$ cat src/rtl/reg_seq.sv
`default_nettype none
// reg_seq: IDLE/EXEC/WB micro-op sequencer that drives an 8x16 register file.
// Zero/carry flags are built only when REG_SEQ_FLAGS_EN is defined.
module reg_seq #(
  parameter int DW = 16,
  parameter int AW = 3
) (
  input  logic          clk,
  input  logic          reset,
  input  logic          instr_valid,
  output logic          instr_ready,
  input  logic [15:0]   instr,
  input  logic [DW-1:0] imm,
  output logic [AW-1:0] rf_rd_addr_a,
  output logic [AW-1:0] rf_rd_addr_b,
  input  logic [DW-1:0] rf_d_out_a,
  input  logic [DW-1:0] rf_d_out_b,
  output logic          rf_wr,
  output logic [AW-1:0] rf_wr_addr,
  output logic [DW-1:0] rf_d_in,
`ifdef REG_SEQ_FLAGS_EN
  output logic          flag_z,
  output logic          flag_c,
`endif
  output logic          done
);

  localparam logic [1:0] S_IDLE = 2'd0;
  localparam logic [1:0] S_EXEC = 2'd1;
  localparam logic [1:0] S_WB   = 2'd2;

  localparam logic [2:0] OP_NOP = 3'd0;
  localparam logic [2:0] OP_MOV = 3'd1;
  localparam logic [2:0] OP_ADD = 3'd2;
  localparam logic [2:0] OP_SUB = 3'd3;
  localparam logic [2:0] OP_AND = 3'd4;
  localparam logic [2:0] OP_OR  = 3'd5;
  localparam logic [2:0] OP_XOR = 3'd6;
  localparam logic [2:0] OP_LDI = 3'd7;

  logic [1:0]    state, state_next;
  logic [2:0]    op_q;
  logic [DW-1:0] imm_q;
  logic [DW-1:0] result_q;
  logic          done_q;
  logic [DW-1:0] alu_res;
  logic          alu_c;
  logic [DW:0]   wide;
  logic          accept;
  logic          unused_bits;

  assign unused_bits = ^instr[3:0];
  assign accept      = (state == S_IDLE) && instr_valid;

  always_ff @(posedge clk) begin
    if (!reset) state <= S_IDLE;
    else        state <= state_next;
  end

  always_comb begin
    state_next = state;
    case (state)
      S_IDLE:  if (instr_valid) state_next = S_EXEC;
      S_EXEC:  state_next = (op_q == OP_NOP) ? S_IDLE : S_WB;
      S_WB:    state_next = S_IDLE;
      default: state_next = S_IDLE;
    endcase
  end

  // Outputs are gated by reset so an abort suppresses the write and done pulse immediately.
  always_comb begin
    instr_ready = reset && (state == S_IDLE);
    rf_wr       = reset && (state == S_WB);
    done        = reset && done_q;
    rf_d_in     = result_q;
  end

  always_comb begin
    wide    = '0;
    alu_res = '0;
    alu_c   = 1'b0;
    case (op_q)
      OP_MOV: alu_res = rf_d_out_a;
      OP_ADD: begin
        wide    = {1'b0, rf_d_out_a} + {1'b0, rf_d_out_b};
        alu_res = wide[DW-1:0];
        alu_c   = wide[DW];
      end
      OP_SUB: begin
        wide    = {1'b0, rf_d_out_a} - {1'b0, rf_d_out_b};
        alu_res = wide[DW-1:0];
        alu_c   = wide[DW];
      end
      OP_AND:  alu_res = rf_d_out_a & rf_d_out_b;
      OP_OR:   alu_res = rf_d_out_a | rf_d_out_b;
      OP_XOR:  alu_res = rf_d_out_a ^ rf_d_out_b;
      OP_LDI:  alu_res = imm_q;
      default: alu_res = '0;
    endcase
  end

  always_ff @(posedge clk) begin
    if (!reset) begin
      op_q         <= OP_NOP;
      imm_q        <= '0;
      result_q     <= '0;
      done_q       <= 1'b0;
      rf_rd_addr_a <= '0;
      rf_rd_addr_b <= '0;
      rf_wr_addr   <= '0;
    end else begin
      done_q <= 1'b0;
      if (accept) begin
        op_q         <= instr[15:13];
        rf_wr_addr   <= AW'(instr[12:10]);
        rf_rd_addr_a <= AW'(instr[9:7]);
        rf_rd_addr_b <= AW'(instr[6:4]);
        imm_q        <= imm;
      end
      if (state == S_EXEC) begin
        result_q <= alu_res;
        done_q   <= 1'b1;
      end
    end
  end

`ifdef REG_SEQ_FLAGS_EN
  logic carry_q;

  always_ff @(posedge clk) begin
    if (!reset) begin
      carry_q <= 1'b0;
      flag_z  <= 1'b0;
      flag_c  <= 1'b0;
    end else begin
      if (state == S_EXEC) carry_q <= alu_c;
      if (state == S_WB) begin
        case (op_q)
          OP_ADD, OP_SUB: begin
            flag_z <= (result_q == '0);
            flag_c <= carry_q;
          end
          OP_AND, OP_OR, OP_XOR: begin
            flag_z <= (result_q == '0);
            flag_c <= 1'b0;
          end
          default: ;
        endcase
      end
    end
  end
`else
  logic unused_carry;
  assign unused_carry = alu_c;
`endif

endmodule
`default_nettype wire
$ cat config.mk
export PLATFORM = sky130hd
export DESIGN_NAME = reg_seq
export DESIGN_NICKNAME = d
export VERILOG_FILES = /design/src/rtl/reg_seq.sv
export SDC_FILE = /design/constraint.sdc
export NUM_CORES = 1
export LEC_CHECK = 0
export BUFFER_PORTS_ARGS = -buffer_cell sky130_fd_sc_hd__buf_2
export CAP_MARGIN = 10
export CORE_MARGIN = 2
export CORE_UTILIZATION = 51
export CTS_BUF_LIST = sky130_fd_sc_hd__clkbuf_2 sky130_fd_sc_hd__clkbuf_4 sky130_fd_sc_hd__clkbuf_8
export CTS_CLUSTER_DIAMETER = 80
export DETAILED_ROUTE_END_ITERATION = 7
export PLACE_DENSITY = 0.77
export SYNTH_ARGS = -nofsm -noshare
export SYNTH_HDL_FRONTEND = slang
export SYNTH_SLANG_ARGS = --single-unit
$ cat constraint.sdc
create_clock -name clk -period 3.6 [get_ports clk]
set_clock_uncertainty 0.2 [all_clocks]
set_input_delay 0.18 -clock clk [delete_from_list [all_inputs] [get_ports clk]]
set_output_delay 0.18 -clock clk [all_outputs]
set_load 0.01 [all_outputs]
==> qor.yml <==
status: "completed"
cts.root.buffer_cell: "clkbuf_8"
post-route-period-util_pct: 85.3
syn_area_um2: 3930
crit_fanout: 5
async_flop_share_pct: 0
cts_buffers: 5
sequentialPowerShare_pct: 36.9
area_growth_pct: 24.3
p_total_w: 0.00151
overflow: 0
hold_class: "in2reg"
fp.dieW_um: 91.8
drv_slew: 0
grt_pass1_wl_um: 18100
end_kind: "flip-flop"
p_int_w: 0.00103
place_congestion: 0.945
ys_seq_area_share_pct: 23.9
nets: 735
die_area_um2: 8430
grt_max_degree: 39
synth_warnings: 0
reg2reg_slack_ns: 0.53
wl_per_cell_um: 15.4
cpMaxStageDelayCell: "a21oi_1"
max_cap_viol_count: 0
grt_pass1_vias: 3794
drtIter0Drc: 346
vdd_drop_max_mv: 0.261
utilization_pct: 64.2
synth.avg_cell_area_um2: 7.66
io_pins: 95
critPathRequiredTime_ns: 3.61
port_buffers: 90
first_pass_iters: 6
synth_ff_type: "dfxtp_1"
switchingPower_w: 0.000481
clkPwrFrac_pct: 32.1
numClockSinks: 47
drc: 0
setup_violations: 0
rows: 32
cts_max_level: 2
via_count: 3990
layout_setup_ws_ns: 0.528
antenna_found_initial: 0
cts.path.max_buffers: 2
pwr-share-comb_pct: 30.9
clk_latency_ns: 0.31
coreArea_um2: 7610
synth_edf_count: 0
max_stage_delay_ns: 0.42
drive_above_1_share_pct: 19.5
max_freq_mhz: 326
syn_inst: 513
fin_setup_tns_ns: 0
worstSetupStartpointType: "flip-flop"
ant_nets: 0
initial_core_util_pct: 51.7
path_clk_slew_ns: 0.10
wirelength_um: 11100
ctsResizeCount: 0
ys_types: 49
ys_seq_elements: 47
synth_nets: 629
dp_slack_ns: 0.462
grt_usage_pct: 26.5
relSlewSlack_pct: 37.2
final-hold-violation-count: 0
min_period_ns: 3.07
p_sw_share_pct: 31.8
via_per_inst: 5.53
cts_tree: "built"
fill_cells: 695
hpwl_um: 8090
n_antenna_cell: 0
rsz0062_at_grt: "false"
cellPowerDensity_nw_per_um2: 310
die_h_um: 91.8
crit_chain: "nor2b_1 > and2_1 > a31oi_1 > xnor2_1 > ha_1 > a21oi_1 > o21ai_0 > a21oi_1 > o21ai_0 > xnor2_1 > o21ai_1"
path_class: "reg2reg"
worstMarginPinSlew_ns: 0.943
arrival_ns: 3.08
leakagePower_nw: 2.24
[through the flow]
| step | area (um^2) | hold WS [ns] | std cells |
|---|---|---|---|
| global placement | 4450 | 0.231 | 685 |
| floorplan | 3930 | 0.125 | 513 |
| finish | 4880 | 0.117 | 722 |
| CTS | 4880 | 0.109 | 722 |
| detailed placement | 4450 | 0.239 | 685 |
| global route | 4880 | 0.137 | 722 |
[cells in the mapped netlist, drive strengths merged (4+ instances only)]
library cell | n | area [um^2]
nand2 | 97 | 364
ha | 48 | 601
dfxtp | 47 | 941
o21ai | 42 | 210
inv | 36 | 135
a21oi | 31 | 155
a21boi | 28 | 210
nor2 | 25 | 93.8
clkbuf | 22 | 82.6
xnor2 | 19 | 166
mux2 | 12 | 135
a22oi | 11 | 82.6
and2 | 9 | 56.3
a2bb2oi | 7 | 61.3
nor2b | 7 | 43.8
xor2 | 7 | 61.3
nand2b | 6 | 37.5
a31oi | 5 | 31.3
mux2i | 5 | 50.1
buf | 4 | 17.5
nand3 | 4 | 20.0
[metal layers]
layer	global-route usage (%)	part of all wire [%]
met5	0	0
met4	7.71	1.5
met3	4.27	8.4
met2	44.2	47
met1	35.4	43
[flip-flops by register name (all words and copies together) (netlist names)]
register and cells:
rf_wr_addr 3, imm_q 16, rf_d_in 16, rf_rd_addr_b 3, done_q 1, op_q 3, state 2, rf_rd_addr_a 3
[cells in the final DEF (no fill, tap or decap), types with 2 or more instances in the layout]
master / netlist / routed
nand2_1: 97 / 97
buf_2: 2 / 90
ha_1: 48 / 48
dfxtp_1: 47 / 47
o21ai_0: 41 / 41
inv_1: 36 / 36
a21oi_1: 31 / 31
dlygate4sd3_1: 0 / 29
a21boi_0: 28 / 28
nor2_1: 25 / 25
xnor2_1: 19 / 19
mux2_2: 12 / 12
a22oi_1: 11 / 11
and2_1: 9 / 9
nor2b_1: 7 / 7
xor2_1: 7 / 7
a2bb2oi_1: 7 / 7
nand2b_1: 6 / 6
buf_4: 0 / 6
a31oi_1: 5 / 5
mux2i_1: 5 / 5
clkbuf_8: 0 / 5
nand3_1: 4 / 4
and3_1: 3 / 3
or3_1: 3 / 3
nand3b_1: 3 / 3
a221oi_1: 3 / 3
nor4_1: 2 / 2
nor3_1: 2 / 2
a41oi_1: 2 / 2
o21bai_1: 2 / 2
a211oi_1: 2 / 2
a32o_1: 2 / 2
mux4_2: 2 / 2
bufinv_16: 0 / 2
[repair_timing]
item                                   in CTS  in global routing
endpoints found under the hold margin      29                  0
hold buffers                               29                  0
setup buffers                               0                  0
setup endpoints to repair                   0                  0
[final cells by class]
cell class              count  area [um^2]  area share (%)
multi-input cells         404         2760            56.4
well taps                 102          128            2.61
repair buffers            125          786            16.1
inverters                  36          135            2.77
clock buffers               5         68.8            1.41
clock inverters             3         71.3            1.46
flip-flops and latches     47          941            19.3
[path summary, 6_finish.rpt]
| check | startpoint | endpoint | depth (start not counted) |
|---|---|---|---|
| worst max-delay path | op_q[1] | rf_d_in[15] | 11 |
| worst min-delay path | rf_d_out_a[4] | rf_d_in[4] | 3 |
| worst max register to register | op_q[1] | rf_d_in[15] | 11 |
| worst min register to register | rf_d_in[1] | rf_d_in[1] | 2 |
[critical path: cells and delay by family, from the launching register on]
family | cells | cell delay [ns]
AOI/OAI and AO/OA | 6 | 1.29
xor gates and xnor gates | 2 | 0.38
DFF | 1 | 0.34
and+or+nand+nor | 2 | 0.43
adders and majority gates | 1 | 0.32
[power by group through the flow]
stage / combinational (W) / clock (W) / sequential [W]
6_report: 0.000468 / 0.000486 / 0.000559
5_1_grt: 0.000521 / 0.000514 / 0.000561
4_1_cts: 0.000460 / 0.000496 / 0.000558
3_5_place_dp: 0.000434 / 0 / 0.000570
3_3_place_gp: 0.000422 / 0 / 0.000569
2_1_floorplan: 0.000293 / 0 / 0.000571
[kinds of logic (layout without fill, tap and decap cells)]
kind of cell / count (synthesis) / in the layout / share of synthesized area (%)
mux: 19 / 19 / 5.86
fa+ha+maj: 49 / 49 / 15.8
xor+xnor: 26 / 26 / 5.79
buf+inv: 62 / 169 / 5.98
flops: 47 / 47 / 23.9
simple gates: 163 / 163 / 18.6
compound gates: 147 / 147 / 24.1
No activity file was read; power rests on OpenSTA's default activity.
